--- src/rtl/alu_op_sequencer_pkg.sv ---
// Shared definitions for the ALU issue/capture sequencer: opcode encodings,
// FSM state type and the opcode legality test.
package alu_op_sequencer_pkg;

   localparam int DATA_W = 32;
   localparam int OP_W   = 3;

   localparam logic [OP_W-1:0] OP_ADD = 3'd0;
   localparam logic [OP_W-1:0] OP_OR  = 3'd1;
   localparam logic [OP_W-1:0] OP_AND = 3'd2;
   localparam logic [OP_W-1:0] OP_SUB = 3'd3;
   localparam logic [OP_W-1:0] OP_SLT = 3'd4;

   typedef enum logic [1:0] {
      ST_IDLE   = 2'd0,
      ST_SETTLE = 2'd1,
      ST_DONE   = 2'd2
   } seq_state_t;

   // Opcodes 101..111 have no ALU function behind them.
   function automatic logic op_legal(input logic [OP_W-1:0] op);
      return (op <= OP_SLT);
   endfunction

endpackage

--- src/rtl/alu_op_sequencer_if.sv ---
// Bundle of the sequencer's issue side, ALU side and result side.
//
// Handshakes: a transfer happens on a rising clk edge where valid and ready
// are both 1. The sender holds valid and its payload until that edge; ready
// may be asserted without valid and carries no commitment by itself.
interface alu_op_sequencer_if;
   import alu_op_sequencer_pkg::*;

   // issue side
   logic              in_valid;
   logic              in_ready;
   logic [DATA_W-1:0] in_x;
   logic [DATA_W-1:0] in_y;
   logic [OP_W-1:0]   in_opcode;
   // ALU side
   logic [DATA_W-1:0] alu_x;
   logic [DATA_W-1:0] alu_y;
   logic [OP_W-1:0]   alu_opcode;
   logic [DATA_W-1:0] alu_f;
   logic              alu_overflow;
   logic              alu_cout;
   logic              alu_zero;
   // result side
   logic              out_valid;
   logic              out_ready;
   logic [DATA_W-1:0] out_f;
   logic              out_overflow;
   logic              out_cout;
   logic              out_zero;
   logic              out_err;
   // status
   logic              busy;
   seq_state_t        dbg_state;

   modport slave (
      input  in_valid, in_x, in_y, in_opcode,
      input  alu_f, alu_overflow, alu_cout, alu_zero,
      input  out_ready,
      output in_ready, alu_x, alu_y, alu_opcode,
      output out_valid, out_f, out_overflow, out_cout, out_zero, out_err,
      output busy, dbg_state
   );

   modport master (
      output in_valid, in_x, in_y, in_opcode,
      output alu_f, alu_overflow, alu_cout, alu_zero,
      output out_ready,
      input  in_ready, alu_x, alu_y, alu_opcode,
      input  out_valid, out_f, out_overflow, out_cout, out_zero, out_err,
      input  busy, dbg_state
   );

endinterface

--- src/rtl/alu_op_sequencer_settle_counter.sv ---
// Settle timer: cleared when an operation is launched, counts while enabled,
// and flags the terminal count SETTLE_CYCLES-1.
module alu_op_sequencer_settle_counter #(
   parameter int SETTLE_CYCLES = 4,
   parameter int CNT_W         = 4
) (
   input  logic clk,
   input  logic rst,
   input  logic clr,
   input  logic en,
   output logic done
);

   localparam logic [CNT_W-1:0] LAST = CNT_W'(SETTLE_CYCLES - 1);

   logic [CNT_W-1:0] cnt;

   // Count settle cycles; wrap to zero after the terminal count.
   always_ff @(posedge clk or posedge rst) begin
      if (rst) begin
         cnt <= '0;
      end else if (clr) begin
         cnt <= '0;
      end else if (en) begin
         cnt <= done ? '0 : cnt + 1'b1;
      end
   end

   assign done = (cnt == LAST);

endmodule

--- src/rtl/alu_op_sequencer.sv ---
// Issue/capture stage around the combinational 32-bit ALU: registers one
// operation onto the ALU inputs, waits SETTLE_CYCLES for the ripple paths,
// then captures and presents the result. Illegal opcodes skip the ALU and
// return an error result straight away.
module alu_op_sequencer
   import alu_op_sequencer_pkg::*;
#(
   parameter int SETTLE_CYCLES = 4,
   parameter int CNT_W         = 4
) (
   input logic               clk,
   input logic               rst,
   alu_op_sequencer_if.slave bus
);

   seq_state_t state;
   logic       accept_legal;
   logic       cnt_en;
   logic       cnt_done;

   assign accept_legal  = (state == ST_IDLE) && bus.in_valid && op_legal(bus.in_opcode);
   assign cnt_en        = (state == ST_SETTLE);
   assign bus.dbg_state = state;

   alu_op_sequencer_settle_counter #(
      .SETTLE_CYCLES (SETTLE_CYCLES),
      .CNT_W         (CNT_W)
   ) u_settle (
      .clk  (clk),
      .rst  (rst),
      .clr  (accept_legal),
      .en   (cnt_en),
      .done (cnt_done)
   );

   // Sequencer FSM with registered ALU operands, result and handshake outputs.
   always_ff @(posedge clk or posedge rst) begin
      if (rst) begin
         state            <= ST_IDLE;
         bus.in_ready     <= 1'b1;
         bus.busy         <= 1'b0;
         bus.alu_x        <= '0;
         bus.alu_y        <= '0;
         bus.alu_opcode   <= '0;
         bus.out_valid    <= 1'b0;
         bus.out_f        <= '0;
         bus.out_overflow <= 1'b0;
         bus.out_cout     <= 1'b0;
         bus.out_zero     <= 1'b0;
         bus.out_err      <= 1'b0;
      end else begin
         case (state)
            ST_IDLE: begin
               if (bus.in_valid) begin
                  bus.in_ready <= 1'b0;
                  bus.busy     <= 1'b1;
                  if (op_legal(bus.in_opcode)) begin
                     bus.alu_x      <= bus.in_x;
                     bus.alu_y      <= bus.in_y;
                     bus.alu_opcode <= bus.in_opcode;
                     state          <= ST_SETTLE;
                  end else begin
                     // ALU inputs stay untouched; report an error result.
                     bus.out_f        <= '0;
                     bus.out_overflow <= 1'b0;
                     bus.out_cout     <= 1'b0;
                     bus.out_zero     <= 1'b0;
                     bus.out_err      <= 1'b1;
                     bus.out_valid    <= 1'b1;
                     state            <= ST_DONE;
                  end
               end
            end
            ST_SETTLE: begin
               if (cnt_done) begin
                  bus.out_f        <= bus.alu_f;
                  bus.out_overflow <= bus.alu_overflow;
                  bus.out_cout     <= bus.alu_cout;
                  bus.out_zero     <= bus.alu_zero;
                  bus.out_err      <= 1'b0;
                  bus.out_valid    <= 1'b1;
                  state            <= ST_DONE;
               end
            end
            ST_DONE: begin
               // Pop returns to IDLE; the next accept is one edge later.
               if (bus.out_ready) begin
                  bus.out_valid <= 1'b0;
                  bus.in_ready  <= 1'b1;
                  bus.busy      <= 1'b0;
                  state         <= ST_IDLE;
               end
            end
            default: begin
               state        <= ST_IDLE;
               bus.in_ready <= 1'b1;
               bus.busy     <= 1'b0;
            end
         endcase
      end
   end

endmodule

--- src/flat_wrapper.sv ---
// flat-port wrapper written by rule: the top's interface ports become plain ports
module alu_op_sequencer_flat import alu_op_sequencer_pkg::*;
#(
   parameter int SETTLE_CYCLES = 4,
   parameter int CNT_W         = 4
)
  (clk, rst, bus_in_valid, bus_in_x, bus_in_y, bus_in_opcode, bus_alu_f, bus_alu_overflow, bus_alu_cout, bus_alu_zero, bus_out_ready, bus_in_ready, bus_alu_x, bus_alu_y, bus_alu_opcode, bus_out_valid, bus_out_f, bus_out_overflow, bus_out_cout, bus_out_zero, bus_out_err, bus_busy, bus_dbg_state);
  alu_op_sequencer_if bus_i ();
  input logic clk;
  input logic rst;
  input wire logic [$bits(bus_i.in_valid)-1:0] bus_in_valid;
  input wire logic [$bits(bus_i.in_x)-1:0] bus_in_x;
  input wire logic [$bits(bus_i.in_y)-1:0] bus_in_y;
  input wire logic [$bits(bus_i.in_opcode)-1:0] bus_in_opcode;
  input wire logic [$bits(bus_i.alu_f)-1:0] bus_alu_f;
  input wire logic [$bits(bus_i.alu_overflow)-1:0] bus_alu_overflow;
  input wire logic [$bits(bus_i.alu_cout)-1:0] bus_alu_cout;
  input wire logic [$bits(bus_i.alu_zero)-1:0] bus_alu_zero;
  input wire logic [$bits(bus_i.out_ready)-1:0] bus_out_ready;
  output wire logic [$bits(bus_i.in_ready)-1:0] bus_in_ready;
  output wire logic [$bits(bus_i.alu_x)-1:0] bus_alu_x;
  output wire logic [$bits(bus_i.alu_y)-1:0] bus_alu_y;
  output wire logic [$bits(bus_i.alu_opcode)-1:0] bus_alu_opcode;
  output wire logic [$bits(bus_i.out_valid)-1:0] bus_out_valid;
  output wire logic [$bits(bus_i.out_f)-1:0] bus_out_f;
  output wire logic [$bits(bus_i.out_overflow)-1:0] bus_out_overflow;
  output wire logic [$bits(bus_i.out_cout)-1:0] bus_out_cout;
  output wire logic [$bits(bus_i.out_zero)-1:0] bus_out_zero;
  output wire logic [$bits(bus_i.out_err)-1:0] bus_out_err;
  output wire logic [$bits(bus_i.busy)-1:0] bus_busy;
  output wire logic [$bits(bus_i.dbg_state)-1:0] bus_dbg_state;
  assign bus_i.in_valid = bus_in_valid;
  assign bus_i.in_x = bus_in_x;
  assign bus_i.in_y = bus_in_y;
  assign bus_i.in_opcode = bus_in_opcode;
  assign bus_i.alu_f = bus_alu_f;
  assign bus_i.alu_overflow = bus_alu_overflow;
  assign bus_i.alu_cout = bus_alu_cout;
  assign bus_i.alu_zero = bus_alu_zero;
  assign bus_i.out_ready = bus_out_ready;
  assign bus_in_ready = bus_i.in_ready;
  assign bus_alu_x = bus_i.alu_x;
  assign bus_alu_y = bus_i.alu_y;
  assign bus_alu_opcode = bus_i.alu_opcode;
  assign bus_out_valid = bus_i.out_valid;
  assign bus_out_f = bus_i.out_f;
  assign bus_out_overflow = bus_i.out_overflow;
  assign bus_out_cout = bus_i.out_cout;
  assign bus_out_zero = bus_i.out_zero;
  assign bus_out_err = bus_i.out_err;
  assign bus_busy = bus_i.busy;
  assign bus_dbg_state = bus_i.dbg_state;
  alu_op_sequencer #(.SETTLE_CYCLES(SETTLE_CYCLES), .CNT_W(CNT_W)) u_core (.clk(clk), .rst(rst), .bus(bus_i));
endmodule
--- config.mk ---
export PLATFORM = sky130hd
export DESIGN_NAME = alu_op_sequencer_flat
export DESIGN_NICKNAME = d
export VERILOG_FILES = /design/src/rtl/alu_op_sequencer_pkg.sv /design/src/rtl/alu_op_sequencer_if.sv /design/src/rtl/alu_op_sequencer_settle_counter.sv /design/src/rtl/alu_op_sequencer.sv /design/src/flat_wrapper.sv
export SDC_FILE = /design/constraint.sdc
export NUM_CORES = 1
export LEC_CHECK = 0
export ABC_AREA = 0
export CAP_MARGIN = 20
export CELL_PAD_IN_SITES_DETAIL_PLACEMENT = 1
export CELL_PAD_IN_SITES_GLOBAL_PLACEMENT = 1
export CORE_AREA = 5 5 132 134
export DETAILED_ROUTE_END_ITERATION = 7
export DIE_AREA = 0 0 137 139
export HOLD_SLACK_MARGIN = 0.12
export MAX_ROUTING_LAYER = met4
export PLACE_DENSITY = 0.83
export SETUP_SLACK_MARGIN = 0.1
export SLEW_MARGIN = 30
export SYNTH_ARGS = -nofsm -noshare
export SYNTH_HDL_FRONTEND = slang
export SYNTH_HIERARCHICAL = 1
export SYNTH_SLANG_ARGS = --single-unit
--- constraint.sdc ---
create_clock -name clk -period 4.1 [get_ports clk]
set_clock_uncertainty 0.1 [all_clocks]
set_input_delay 1.23 -clock clk [delete_from_list [all_inputs] [get_ports clk]]
set_output_delay 1.23 -clock clk [all_outputs]
set_load 0.005 [all_outputs]
==> results.sh <==
export IMPL_root_buffer="clkbuf_16"
export IMPL_rsz0062_at_grt="no"
export IMPL_highest_layer="met4"
export IMPL_crit_arrival_ps=3320
export IMPL_yosys_warnings=6
export IMPL_drv_slew=0
export IMPL_start_util=0.2721
export IMPL_post_cts_buffers=0
export IMPL_synth_seq_cells=112
export IMPL_wl_per_cell_um=17.33
export IMPL_syn_nets=454
export IMPL_die_h_um=139
export IMPL_htreeDepth=3
export IMPL_cts_made_buffers=9
export IMPL_fin_nets=664
export IMPL_grt_max_degree=68
export IMPL_area_delta_synth_final_pct=60.02
export IMPL_finalCritPeriodShare=0.7800
export IMPL_power_internal_mw=3.448
export IMPL_setup_viol=0
export IMPL_fmax_mhz=312.7
export IMPL_critPathMaxFanout=67
export IMPL_viasPerCell=4.430
export IMPL_wl_met3_um=1222
export IMPL_endpoint_kind="register"
export IMPL_grt_pass1_vias=3960
export IMPL_period_minus_slack_ps=3198
export IMPL_worst_setup_path_start_kind="input port"
export IMPL_n_fill_cell=1710
export IMPL_clkPwrFrac=0.175
export IMPL_grt_pass1_wl_um=21120
export IMPL_status="finished, final reports clean"
export IMPL_antenna_found_initial=0
export IMPL_tritoncts="done"
export IMPL_firstDrtPassIters=4
export IMPL_clock_sinks=112
export IMPL_max_cap_violations=0
export IMPL_design_core_area_sq_mm=0.01617
export IMPL_tns_ps=0
export IMPL_clk_path_buf_depth=2
export IMPL_seqPwrFrac=0.398
export IMPL_final_common_cell="clkdlybuf4s50_1"
export IMPL_switchingPower_mw=1.450
export IMPL_diodes=0
export IMPL_fin_ws_ps=901.9
export IMPL_vias=3464
export IMPL_drive_gt1_frac=0.1690
export IMPL_grt_overflow=0
export IMPL_power_density_mw_per_mm2=695.5
export IMPL_drtIter0Drc=90
export IMPL_p_comb_frac=0.427
export IMPL_die_x_um=137
export IMPL_slowest_stage="buf_4"
export IMPL_leakagePower_nw=2.959
export IMPL_m1WireLength_um=5395
export IMPL_wirelength_um=13550
export IMPL_drcViolationCount=0
export IMPL_netlist_instances=347
export IMPL_numPortBuffers=213
export IMPL_groute_usage_overall=0.1440
export IMPL_fp_row_count=47
export IMPL_synth_cell_types=33
export IMPL_dp_hpwl_um=10300
export IMPL_wl_met2_um=6719
export IMPL_ff_latch_area_sq_mm=0.002804
export IMPL_antenna_left=0
export IMPL_hold_path_class="reg -> reg"
export IMPL_cts_resized=0
export IMPL_syn_area_sq_mm=0.004400
export IMPL_pre_cts_slack_ps=486.1
export IMPL_multi_input_area_sq_mm=0.001470
export IMPL_hold_buffers=0
export IMPL_critPathMaxStageDelay_ps=680
export IMPL_die_area_sq_mm=0.01904
export IMPL_tightest_slew_ps=915.6
export IMPL_final_cell_mix="clkdlybuf4s50_1 (213), dfrtp_1 (111), nand2_1 (73)"
export IMPL_ys_seq_area_frac=0.6372
export IMPL_avgSynthCellArea_sq_um=12.68
export IMPL_critPathKind="in -> reg"
export IMPL_finalHoldViolCount=0
export IMPL_irDropWorstVdd_mv=0.2447
export IMPL_io_pins=214
export IMPL_required_ps=4230
export IMPL_cp_cell_sequence="clkdlybuf4s50_1 > o21a_1 > or3_2 > buf_4 > mux2_2"
export IMPL_slew_headroom=0.3896
export IMPL_clock_latency_ps=340
export IMPL_clk_pin_slew_ps=80
export IMPL_switching_share=0.2960
export IMPL_gp_congestion=0.8420
cell families (layout without fill, tap and decap cells):
kind of cell    count (synthesis)  in the layout  share of synthesized area
mux                            69             69                     0.1831
fa+ha+maj                       1              1                   0.002843
buf+inv                        26            241                    0.02900
simple gates                   92             92                    0.09042
flops                         112            112                     0.6372
compound gates                 47             47                    0.05744
worst paths after layout:
path / from / slack (ps) / cells after the start / end
max: bus_in_opcode[0] / 900 / 5 / u_core/bus.alu_y[5]
min: u_core/bus.alu_x[0] / 410 / 1 / u_core/bus.alu_x[0]
max reg2reg: u_core/u_settle/cnt[0] / 1810 / 6 / u_core/bus.out_f[9]
min reg2reg: u_core/bus.alu_x[0] / 410 / 1 / u_core/bus.alu_x[0]
max in group asynchronous: rst / 1990 / 3 / u_core/bus.alu_y[31]
min in group asynchronous: rst / 1070 / 2 / u_core/u_settle/cnt[3]
stage by stage:
stage / hold slack (ps) / cells / utilization / total power [mW] / area, sq um
6_report: 406.4 / 782 / 0.4354 / 4.898 / 7042
5_1_grt: 426.3 / 782 / 0.4354 / 5.227 / 7042
4_1_cts: 409.8 / 782 / 0.4354 / 4.995 / 7042
3_5_place_dp: 392.8 / 766 / 0.4176 / 4.103 / 6753
3_3_place_gp: 387.3 / 766 / 0.4176 / 3.972 / 6753
2_1_floorplan: 385.9 / 347 / - / 2.698 / 4404
Yosys cell counts, drive strengths merged:
cell,count,area share
and3,1,0.0014
dfstp,1,0.0060
nor3b,1,0.0017
a31oi,1,0.0014
nand4b,1,0.0020
nor2,4,0.0034
dfrtp,111,0.63
ha,1,0.0028
and3b,1,0.0020
a21bo,1,0.0023
or3b,1,0.0020
mux2,68,0.18
a211o,1,0.0020
inv,6,0.0051
clkbuf,11,0.0094
o21a,1,0.0017
a221oi,1,0.0020
o22ai,1,0.0014
nand3b,1,0.0017
nand4,1,0.0014
buf,9,0.015
nand2,73,0.062
nor2b,3,0.0043
nand2b,2,0.0045
or3,1,0.0014
a21oi,3,0.0034
o21ai,38,0.043
mux2i,1,0.0023
nor3,2,0.0023
routing by layer:
metal,up-vias,global-route usage
met5,-,-
met1,1706,0.1646
met2,157,0.2365
li1,1585,-
met3,16,0.04608
met4,0,0.05042
cell type report:
cell class | count | area share
Clock buffer | 10 | 0.03394
Clock inverter | 6 | 0.007107
Inverter | 6 | 0.003731
Multi-Input combinational cell | 209 | 0.2088
Sequential cell | 112 | 0.3982
Tap cell | 220 | 0.03909
Timing Repair Buffer | 219 | 0.3092
flip-flops by register name (all words and copies together), names as in the netlist:
register                 cells
u_core/bus.alu_x            32
u_core/bus.alu_y            32
u_core/bus.out_f            32
u_core/u_settle/cnt          4
u_core/bus.alu_opcode        3
u_core/bus.dbg_state         2
u_core/bus.busy              1
u_core/bus.in_ready          1
u_core/bus.out_cout          1
u_core/bus.out_err           1
u_core/bus.out_overflow      1
u_core/bus.out_valid         1
u_core/bus.out_zero          1
worst max-delay path, delay by kind of cell:
kind,cells,cell delay [ps]
buffers and inverters,2,1160
and+or+nand+nor,1,180
muxes,1,430
AOI/OAI and AO/OA,1,250
power by group through the flow:
| stage | combinational [mW] | clock (mW) | sequential (mW) |
|---|---|---|---|
| after floorplan | 0.750 | 0 | 1.95 |
| after global placement | 2.03 | 0 | 1.94 |
| after detailed placement | 2.13 | 0 | 1.97 |
| after CTS | 2.14 | 0.901 | 1.96 |
| after global routing | 2.26 | 0.950 | 2.02 |
| final | 2.09 | 0.855 | 1.95 |
No activity file was read; power rests on OpenSTA's default activity.
